File: src/rtl/video_timing_pkg.sv
// Shared 640x480 timing constants, pixel levels and motion state type for the
// synthetic video pattern source.
package video_timing_pkg;

  localparam int H_ACTIVE = 640;
  localparam int H_FP     = 16;
  localparam int H_SYNC   = 96;
  localparam int H_BP     = 48;
  localparam int V_ACTIVE = 480;
  localparam int V_FP     = 10;
  localparam int V_SYNC   = 2;
  localparam int V_BP     = 33;

  localparam int H_TOTAL = H_ACTIVE + H_FP + H_SYNC + H_BP;
  localparam int V_TOTAL = V_ACTIVE + V_FP + V_SYNC + V_BP;

  localparam int CW          = 13;
  localparam int PIXEL_DEPTH = 8;
  localparam int BALL_SIZE   = 16;
  localparam int X_RESET     = 312;
  localparam int Y_RESET     = 232;

  localparam logic [PIXEL_DEPTH-1:0] BALL_LEVEL = 8'hFF;
  localparam logic [PIXEL_DEPTH-1:0] BG_LEVEL   = 8'h20;

  typedef enum logic {
    STOP = 1'b0,
    MOVE = 1'b1
  } motion_state_t;

endpackage

File: src/rtl/ball_axis.sv
// One axis of the bouncing ball: position, direction and clamp-and-flip at
// either edge of [0, limit].
module ball_axis
  import video_timing_pkg::*;
#(
  parameter int RESET_POS = 0
) (
  input  logic          clk,
  input  logic          rstn,
  input  logic          update,
  input  logic [CW-1:0] limit,
  input  logic [3:0]    step,
  output logic [CW-1:0] pos
);

  logic          dir_q;
  logic [CW-1:0] pos_q;
  logic [CW-1:0] step_w;

  assign step_w = {{(CW-4){1'b0}}, step};
  assign pos    = pos_q;

  // A zero step leaves both position and direction alone, even at an edge.
  always_ff @(posedge clk) begin
    if (!rstn) begin
      pos_q <= CW'(RESET_POS);
      dir_q <= 1'b1;
    end else if (update && (step_w != '0)) begin
      if (dir_q) begin
        if (pos_q + step_w >= limit) begin
          pos_q <= limit;
          dir_q <= 1'b0;
        end else begin
          pos_q <= pos_q + step_w;
        end
      end else begin
        if (step_w >= pos_q) begin
          pos_q <= '0;
          dir_q <= 1'b1;
        end else begin
          pos_q <= pos_q - step_w;
        end
      end
    end
  end

endmodule

File: src/rtl/video_pattern_source.sv
// Synthetic video transmitter: raster counters, sync/blank decode and a square
// ball bouncing inside the active area, advanced once per frame.
module video_pattern_source
  import video_timing_pkg::*;
#(
  parameter int H_ACT   = H_ACTIVE,
  parameter int H_FRONT = H_FP,
  parameter int H_SYN   = H_SYNC,
  parameter int H_BACK  = H_BP,
  parameter int V_ACT   = V_ACTIVE,
  parameter int V_FRONT = V_FP,
  parameter int V_SYN   = V_SYNC,
  parameter int V_BACK  = V_BP,
  parameter int BALL    = BALL_SIZE,
  parameter int X_INIT  = X_RESET,
  parameter int Y_INIT  = Y_RESET
) (
  input  logic                   clk,
  input  logic                   rstn,
  input  logic                   en_i,
  input  logic                   run,
  input  logic [3:0]             step_x,
  input  logic [3:0]             step_y,
  output logic                   vs_no,
  output logic                   hs_no,
  output logic                   blank_no,
  output logic                   color_o,
  output logic [CW-1:0]          row_o,
  output logic [CW-1:0]          col_o,
  output logic [PIXEL_DEPTH-1:0] R_o,
  output logic [PIXEL_DEPTH-1:0] G_o,
  output logic [PIXEL_DEPTH-1:0] B_o,
  output logic                   frame_start_o,
  output motion_state_t          dbg_state
);

  localparam int HT = H_ACT + H_FRONT + H_SYN + H_BACK;
  localparam int VT = V_ACT + V_FRONT + V_SYN + V_BACK;

  localparam logic [CW-1:0] H_LAST   = CW'(HT - 1);
  localparam logic [CW-1:0] V_LAST   = CW'(VT - 1);
  localparam logic [CW-1:0] HS_FIRST = CW'(H_ACT + H_FRONT);
  localparam logic [CW-1:0] HS_LAST  = CW'(H_ACT + H_FRONT + H_SYN - 1);
  localparam logic [CW-1:0] VS_FIRST = CW'(V_ACT + V_FRONT);
  localparam logic [CW-1:0] VS_LAST  = CW'(V_ACT + V_FRONT + V_SYN - 1);
  localparam logic [CW-1:0] XMAX     = CW'(H_ACT - BALL);
  localparam logic [CW-1:0] YMAX     = CW'(V_ACT - BALL);
  localparam logic [CW-1:0] BSZ      = CW'(BALL);

  logic [CW-1:0]          col_q;
  logic [CW-1:0]          row_q;
  logic                   frame_start_q;
  motion_state_t          state_q;
  logic                   line_end;
  logic                   frame_wrap;
  logic                   pos_update;
  logic [CW-1:0]          bx;
  logic [CW-1:0]          by;
  logic                   active;
  logic                   hit;
  logic [PIXEL_DEPTH-1:0] pix;

  assign line_end   = (col_q == H_LAST);
  assign frame_wrap = en_i && line_end && (row_q == V_LAST);
  assign pos_update = frame_wrap && run;

  // run/step are only looked at on the wrap edge, so the whole next frame is
  // drawn at one position and one motion state.
  always_ff @(posedge clk) begin
    if (!rstn) begin
      col_q         <= '0;
      row_q         <= '0;
      frame_start_q <= 1'b0;
      state_q       <= STOP;
    end else begin
      frame_start_q <= frame_wrap;
      if (en_i) begin
        if (line_end) begin
          col_q <= '0;
          row_q <= (row_q == V_LAST) ? '0 : row_q + 1'b1;
        end else begin
          col_q <= col_q + 1'b1;
        end
      end
      if (frame_wrap) begin
        state_q <= run ? MOVE : STOP;
      end
    end
  end

  ball_axis #(.RESET_POS(X_INIT)) u_axis_x (
    .clk    (clk),
    .rstn   (rstn),
    .update (pos_update),
    .limit  (XMAX),
    .step   (step_x),
    .pos    (bx)
  );

  ball_axis #(.RESET_POS(Y_INIT)) u_axis_y (
    .clk    (clk),
    .rstn   (rstn),
    .update (pos_update),
    .limit  (YMAX),
    .step   (step_y),
    .pos    (by)
  );

  // Everything below decodes the same registered counters, so all outputs
  // describe the same pixel in the same cycle.
  assign active = (col_q < CW'(H_ACT)) && (row_q < CW'(V_ACT));
  assign hit    = active && (col_q >= bx) && (col_q < bx + BSZ) &&
                  (row_q >= by) && (row_q < by + BSZ);

  always_comb begin
    pix = '0;
    if (hit) begin
      pix = BALL_LEVEL;
    end else if (active) begin
      pix = BG_LEVEL;
    end
  end

  assign hs_no         = !((col_q >= HS_FIRST) && (col_q <= HS_LAST));
  assign vs_no         = !((row_q >= VS_FIRST) && (row_q <= VS_LAST));
  assign blank_no      = active;
  assign color_o       = hit;
  assign row_o         = row_q;
  assign col_o         = col_q;
  assign R_o           = pix;
  assign G_o           = pix;
  assign B_o           = pix;
  assign frame_start_o = frame_start_q;
  assign dbg_state     = state_q;

endmodule

File: config.mk
export PLATFORM = sky130hd
export DESIGN_NAME = video_pattern_source
export DESIGN_NICKNAME = d
export VERILOG_FILES = /design/src/rtl/video_timing_pkg.sv /design/src/rtl/ball_axis.sv /design/src/rtl/video_pattern_source.sv
export SDC_FILE = /design/constraint.sdc
export NUM_CORES = 1
export LEC_CHECK = 0
export CORE_MARGIN = 2
export CORE_UTILIZATION = 55
export DETAILED_ROUTE_END_ITERATION = 10
export PLACE_DENSITY = 0.77
export RECOVER_POWER = 50
export SYNTH_ARGS = -nofsm -noshare
export SYNTH_HDL_FRONTEND = slang
export SYNTH_SLANG_ARGS = --single-unit
File: constraint.sdc
create_clock -name clk -period 6.8 [get_ports clk]
set_input_delay 1.36 -clock clk [delete_from_list [all_inputs] [get_ports clk]]
set_output_delay 1.36 -clock clk [all_outputs]
set_load 0.05 [all_outputs]
==> results of run 1 <==
[worst paths after layout]
| path | from | end | slack (ns) |
|---|---|---|---|
| worst min-delay path | dbg_state | dbg_state | 0.48 |
| worst max-delay path | u_axis_y.pos[4] | R_o[6] | 0.77 |
| worst min register to register | dbg_state | dbg_state | 0.48 |
| worst max register to register | col_o[1] | u_axis_y.pos[10] | 3.37 |
[kinds of logic after synthesis]
| group | count (synthesis) |
|---|---|
| adder cells (fa/ha/maj) | 73 |
| AND/OR/NAND/NOR | 251 |
| multiplexers | 4 |
| flip-flops | 56 |
| XOR/XNOR | 46 |
| buffers and inverters | 101 |
| AO/OA/AOI/OAI | 173 |
[sequential cells by signal, indices dropped and copies added (netlist names)]
signal and flops:
col_o 13, row_o 13, u_axis_x.pos 13, u_axis_y.pos 13, dbg_state 1, frame_start_o 1
u_axis_x.dir_q 1, u_axis_y.dir_q 1
[tightest hold or removal path: cells and delay by family (launching register included)]
family | cells | cell delay (ns)
AOI/OAI and AO/OA | 1 | 0.06
DFF | 1 | 0.32
and+or+nand+nor | 1 | 0.06
[report_power, final]
group / internal [mW] / switching [mW] / leakage, nW
Sequential: 0.329 / 0.00282 / 0.452
Combinational: 0.0201 / 0.0324 / 1.97
Clock: 0.0833 / 0.117 / 0.0445
[routing by layer]
metal	share of wire	GRT usage
met1	0.42	0.329
met2	0.49	0.447
met3	0.055	0.0269
met4	0.035	0.124
met5	0	0
[metrics by stage]
stage / util / cell area [um^2] / total power [mW] / cells
final: 0.628 / 6110 / 0.585 / 864
after detailed placement: 0.622 / 6050 / 0.392 / 856
after floorplan: - / 5510 / 0.372 / 704
after global routing: 0.628 / 6110 / 0.607 / 864
after global placement: 0.622 / 6050 / 0.390 / 856
after CTS: 0.631 / 6140 / 0.590 / 864
[final cells by class]
| type | count | share of cell area |
|---|---|---|
| clock buffers | 7 | 0.0141 |
| multi-input cells | 547 | 0.632 |
| clock inverters | 1 | 0.00123 |
| inverters | 53 | 0.0325 |
| well taps | 133 | 0.0272 |
| flip-flops and latches | 56 | 0.183 |
| repair buffers | 67 | 0.110 |
[placed cells by master (no fill, tap or decap), types with 11 or more instances in the layout]
master           instances
nand2_1                 43
nor2_1                  59
ha_1                    69
nor3_1                  28
nand4_1                 14
xnor2_1                 31
a21oi_1                 41
nand3_1                 31
xor2_1                  15
nor2b_1                 13
nor4_1                  11
o21a_1                  13
clkdlybuf4s50_1         37
dfxtp_1                 56
o21ai_0                 45
inv_1                   50
dlygate4sd3_1           30
==> impl_table.tex, run 1 <==
\begin{tabular}{lr}
\hline
Metric & Value \\
\hline
\multicolumn{2}{l}{\textbf{Outcome}} \\
Outcome & completed \\
\multicolumn{2}{l}{\textbf{Global routing}} \\
Largest net degree at the start of global routing & 23 \\
Antenna violations before repair & 0 \\
Global-route wire length before repair & 23800 um \\
Total track usage & 0.261 \\
Number of global-route vias before repair & 5010 \\
Aggregate global routing overflow & 0 \\
\multicolumn{2}{l}{\textbf{Setup path}} \\
Cell depth of the worst flop-to-flop path & 7 \\
Setup crit end kind & primary output \\
Critical Path AT & 4.67 ns \\
CP max-delay cell & clkdlybuf4s50\_1 \\
Buffers plus inverters on the worst setup path & 1 \\
Worst EP required & 5.44 ns \\
Delay of the slowest cell on the worst path & 0.98 ns \\
Worst setup path category & reg2out \\
Crit-path max FO & 22 \\
Critical Path Start Type & register \\
WP depth & 12 \\
Crit path max-delay family & compound AO/OA/AOI/OAI gates \\
Cell-by-cell listing of the critical path & ha\_1 -> nand3\_1 -> nor3\_2 -> nand3\_1 -> xnor2\_1 -> ha\_1 -> a211oi\_1 -> o2111ai\_1 -> a31oi\_1 -> o21ai\_0 -> a211oi\_2 -> clkdlybuf4s50\_1 \\
\multicolumn{2}{l}{\textbf{Yosys}} \\
Commonest cells in the synthesized netlist & 69 x ha\_1, 59 x nor2\_1, 56 x dfxtp\_1 \\
Post-synthesis compound-gate area fraction & 0.205 \\
Post-synthesis share of cell area spent on full adders, half adders and majority gates & 0.171 \\
Avg Inst Size Synth & 7.82 um\^{}2 \\
Syn. warnings & 0 \\
Multiplexer share of the synthesized area & 0.00772 \\
Ranking of synthesized cells by area & dfxtp\_1 20\%, ha\_1 16\%, xnor2\_1 4.9\% \\
Synthesized instance count & 704 \\
Library cell with the largest summed area after synthesis & dfxtp\_1 \\
Net count after synthesis & 789 \\
Share of synthesized area occupied by flip-flops and latches & 0.204 \\
Synth Cell Area & 5510 um\^{}2 \\
Most frequent cell after synthesis & ha\_1 \\
Fraction of synthesized cell area in xor and xnor cells & 0.0731 \\
EDFF count, synth & 0 \\
Number of different library cells in the post-synthesis netlist & 75 \\
Synthesis-stage register bit count & 56 \\
Combinational family with the most area after synthesis & simple AND/OR/NAND/NOR gates \\
Fraction of the mapped netlist area in simple logic gates & 0.248 \\
Main flop type after synthesis & dfxtp\_1 \\
Proportion of register bits with asynchronous set or reset after synthesis & 0 \\
Area share of the largest cell type after synthesis & 0.204 \\
\multicolumn{2}{l}{\textbf{STA}} \\
Final setup violating endpoints & 0 \\
Worst Setup Slack, final & 0.768 ns \\
Hold Fails Final Rpt & 0 \\
Setup repair after global routing missed its margin & false \\
Worst Skew & 0.00733 ns \\
Final-report max-slew violation count & 0 \\
Transition time at the pin with the least slew margin & 1.09 ns \\
Max-slew headroom & 0.270 \\
Final hold slack & 0.475 ns \\
Minimum clock period after layout & 6.03 ns \\
Maximum clock frequency & 0.166 GHz \\
Crit share post-route & 0.887 \\
Setup TNS after final layout & 0 ns \\
\multicolumn{2}{l}{\textbf{Clock network}} \\
Max H-tree Level & 2 \\
Latest clock arrival within the worst-skew pair & 0.32 ns \\
Post-CTS repair timing setup buffer count & 0 \\
Cts hold-fix bufs & 0 \\
Clock edge transition at the registers on the reported setup and hold paths & 0.11 ns \\
Number of instances resized during post-cts repair & 0 \\
CTS buffer count & 5 \\
Number of buffers on the longest clock path & 2 \\
Number of sinks on the clock net & 56 \\
TritonCTS clock tree & done \\
Master cell of the clock root buffer & clkbuf\_8 \\
\multicolumn{2}{l}{\textbf{Pwr}} \\
Power per cell area & 95.7 nW/um\^{}2 \\
Maximum vdd ir drop & 95.7 uV \\
Static leakage & 2.47 nW \\
\multicolumn{2}{l}{\textbf{Placed design}} \\
Post-Place Setup Slack & 1.15 ns \\
Total half-perimeter wirelength after legalization and detailed placement & 11100 um \\
I/O Buffers & 67 \\
Final weighted congestion in routability-driven placement & 0.970 \\
\multicolumn{2}{l}{\textbf{Detailed routing}} \\
Detailed-router iteration count before antenna repair & 5 \\
Wire length after detailed routing & 14400 um \\
Drt first-iter violations & 222 \\
Number of remaining DRC errors & 0 \\
Number of nets with antenna violations after detailed routing & 0 \\
Number of vias per cell & 6.12 \\
Via total after detailed routing & 5291 \\
Detail-routed net length per standard cell & 16.7 um \\
\multicolumn{2}{l}{\textbf{Die}} \\
Number of ports placed on the die boundary & 68 \\
Die outline area & 10800 um\^{}2 \\
Area of the core region & 9730 um\^{}2 \\
Die outline width & 104 um \\
Number of core rows & 36 \\
Die height & 104 um \\
Starting utilization of the core area & 0.566 \\
\multicolumn{2}{l}{\textbf{Final layout}} \\
FF+latch area & 1120 um\^{}2 \\
Layout cell share with drive strength beyond 1 & 0.0356 \\
Number of inserted diodes & 0 \\
Area of combinational cells with multiple inputs & 3860 um\^{}2 \\
Number of filler instances in the final layout & 899 \\
Area Growth Syn to Fin & 11.0\% \\
Net count, final & 815 \\
\multicolumn{2}{l}{\textbf{Flow run}} \\
Maximum Capacitance Violations & 0 \\
\multicolumn{2}{l}{\textbf{Worst hold path}} \\
Worst hold path type & reg2reg \\
Number of cells on the worst hold path & 2 \\
\hline
\end{tabular}
(Power assumes the default switching activity.)
==> run 2, diff against run 1 <==
--- a/config.mk
+++ b/config.mk
@@ -5,6 +5,7 @@
 export SDC_FILE = /design/constraint.sdc
 export NUM_CORES = 1
 export LEC_CHECK = 0
+export CORE_ASPECT_RATIO = 0.8
 export CORE_MARGIN = 2
 export CORE_UTILIZATION = 55
 export DETAILED_ROUTE_END_ITERATION = 10
==> impl_table.tex, run 2 (same netlist as run 1, synthesis figures left out) <==
\begin{tabular}{lr}
\hline
Metric & Value \\
\hline
\multicolumn{2}{l}{\textbf{Outcome}} \\
Outcome & completed \\
\multicolumn{2}{l}{\textbf{Detailed routing}} \\
Number of remaining DRC errors & 0 (unchanged) \\
Wire length after detailed routing & 14600 um (+1.5\%) \\
Drt first-iter violations & 464 (+110\%) \\
Via total after detailed routing & 5318 (+0.51\%) \\
Detail-routed net length per standard cell & 16.9 um (+1.0\%) \\
Detailed-router iteration count before antenna repair & 5 (unchanged) \\
Number of vias per cell & 6.13 (about the same) \\
Number of nets with antenna violations after detailed routing & 0 (unchanged) \\
\multicolumn{2}{l}{\textbf{Setup path}} \\
Crit path max-delay family & compound AO/OA/AOI/OAI gates \\
Buffers plus inverters on the worst setup path & 1 (unchanged) \\
Crit-path max FO & 22 (unchanged) \\
Worst EP required & 5.44 ns (about the same) \\
Critical Path Start Type & register \\
Cell-by-cell listing of the critical path & ha\_1 -> and3\_1 -> nand3\_1 -> xnor2\_1 -> ha\_1 -> a21oi\_1 -> nor2b\_1 -> o21ai\_0 -> o2111ai\_1 -> a31oi\_1 -> o21ai\_0 -> a211oi\_2 -> clkdlybuf4s50\_1 \\
Delay of the slowest cell on the worst path & 0.99 ns (about the same) \\
Worst setup path category & reg2out \\
Critical Path AT & 4.64 ns (-0.03 ns) \\
CP max-delay cell & clkdlybuf4s50\_1 \\
Setup crit end kind & primary output \\
\multicolumn{2}{l}{\textbf{Global routing}} \\
Total track usage & 0.273 (+0.0123) \\
Met3 global-route usage & 0.0544 (+0.0275) \\
Busiest layer in global routing & met2 \\
GR met1 Demand/Resource & 0.393 (+0.0640) \\
Aggregate global routing overflow & 0 (unchanged) \\
Number of global-route vias before repair & 4950 (-1.2\%) \\
Global-route wire length before repair & 24100 um (+0.90\%) \\
Antenna violations before repair & 0 (unchanged) \\
Met2 Use GR & 0.427 (-0.0200) \\
Largest net degree at the start of global routing & 23 (unchanged) \\
\multicolumn{2}{l}{\textbf{Die}} \\
Area of the core region & 9690 um\^{}2 (-0.41\%) \\
Number of ports placed on the die boundary & 68 (unchanged) \\
Die outline width & 116 um (+11\%) \\
Die height & 93.5 um (-10\%) \\
Number of core rows & 32 (-11\%) \\
Starting utilization of the core area & 0.568 (+0.00234) \\
Die outline area & 10800 um\^{}2 (about the same) \\
\multicolumn{2}{l}{\textbf{STA}} \\
Transition time at the pin with the least slew margin & 1.13 ns (+0.0371 ns) \\
Minimum clock period after layout & 6.00 ns (-0.0325 ns) \\
Final setup violating endpoints & 0 (unchanged) \\
Hold Fails Final Rpt & 0 (unchanged) \\
Crit share post-route & 0.882 (-0.00478) \\
Final-report max-slew violation count & 0 (unchanged) \\
Max-slew headroom & 0.245 (-0.0248) \\
Maximum clock frequency & 0.167 GHz (+0.54\%) \\
Worst Skew & 0.00554 ns (-0.00179 ns) \\
Setup TNS after final layout & 0 ns (unchanged) \\
Setup repair after global routing missed its margin & false \\
Final hold slack & 0.476 ns (+0.00120 ns) \\
\multicolumn{2}{l}{\textbf{Clock network}} \\
Latest clock arrival within the worst-skew pair & 0.30 ns (-0.02 ns) \\
TritonCTS clock tree & done \\
Number of buffers on the longest clock path & 2 (unchanged) \\
Cts hold-fix bufs & 0 (unchanged) \\
Post-CTS repair timing setup buffer count & 0 (unchanged) \\
CTS buffer count & 5 (unchanged) \\
Number of instances resized during post-cts repair & 0 (unchanged) \\
Master cell of the clock root buffer & clkbuf\_16 \\
Clock edge transition at the registers on the reported setup and hold paths & 0.07 ns (-0.04 ns) \\
Max H-tree Level & 2 (unchanged) \\
Number of sinks on the clock net & 56 (unchanged) \\
\multicolumn{2}{l}{\textbf{Placed design}} \\
Total half-perimeter wirelength after legalization and detailed placement & 11300 um (+2.3\%) \\
I/O Buffers & 67 (unchanged) \\
Final weighted congestion in routability-driven placement & 0.972 (+0.19\%) \\
Cell area reported after detailed placement & 6060 um\^{}2 (+0.19\%) \\
\multicolumn{2}{l}{\textbf{Flow run}} \\
Maximum Capacitance Violations & 0 (unchanged) \\
\multicolumn{2}{l}{\textbf{Worst hold path}} \\
Worst hold path type & reg2reg \\
\multicolumn{2}{l}{\textbf{Final layout}} \\
Number of inserted diodes & 0 (unchanged) \\
Layout cell share with drive strength beyond 1 & 0.0355 (-0.0000486) \\
Finished Cell Area & 6190 um\^{}2 (+1.3\%) \\
Net count, final & 816 (+0.12\%) \\
Area Growth Syn to Fin & 12.4\% \\
Most frequent standard cell in the layout excluding fill and tap cells & ha\_1 \\
Most used cells in the layout excluding fill and tap cells & 69 x ha\_1, 59 x nor2\_1, 56 x dfxtp\_1, 50 x inv\_1, 45 x o21ai\_0 \\
\multicolumn{2}{l}{\textbf{Pwr}} \\
Power per cell area & 110 nW/um\^{}2 (+15\%) \\
Maximum vdd ir drop & 112 uV (+17\%) \\
Static leakage & 2.51 nW (+1.5\%) \\
\hline
\end{tabular}
run 2: changes by cell type in the layout (fill, tap and decap cells not counted):
cell / delta
bufinv_16: +1
clkbuf_1: +1
clkbuf_16: +5
clkbuf_8: -6
clkinv_2: +1
clkinvlp_4: -1
run 2: area by class of cell:
class                      count  area (um^2)
clock buffer                   6          129
clock inverter                 2         35.0
fill                         887         3500
inverter                      53          199
multi-input combinational    547         3860
sequential                    56         1120
tap                          136          170
timing repair buffer          68          674
run 2: worst reg2reg max path, stage by stage, from the launching register on:
cell and delay, ns:
dfxtp_1 0.49, and4_1 0.33, nand4_1 0.35, nor3_1 0.76, nand2_1 0.21, or2_1 0.52, or3_1 0.46, a21oi_1 0.20
nor3_1 0.07
run 2: stage by stage:
step	utilization	std cells	setup WS (ns)	power, mW
6_report	0.639	868	0.800	0.679
5_1_grt	0.639	868	0.360	0.699
4_1_cts	0.642	868	0.770	0.681
3_5_place_dp	0.625	860	1.11	0.392
3_3_place_gp	0.625	860	1.35	0.390
2_1_floorplan	-	704	0.573	0.372
run 2: final timing paths:
check,from,endpoint,slack (ns),cells past startpoint
max,u_axis_x.pos[4],G_o[0],0.80,13
min,dbg_state,dbg_state,0.48,2
max reg2reg,col_o[2],u_axis_x.pos[9],3.28,8
min reg2reg,dbg_state,dbg_state,0.48,2
run 2: power by group:
part	switching [mW]	internal, mW
clock network	0.121	0.174
registers	0.00249	0.329
logic	0.0327	0.0202
run 2: per-layer routing:
metal,routed length (um),share of wire
met4,146,0.010
met2,6410,0.44
met1,6990,0.48
met5,0,0
met3,1100,0.075
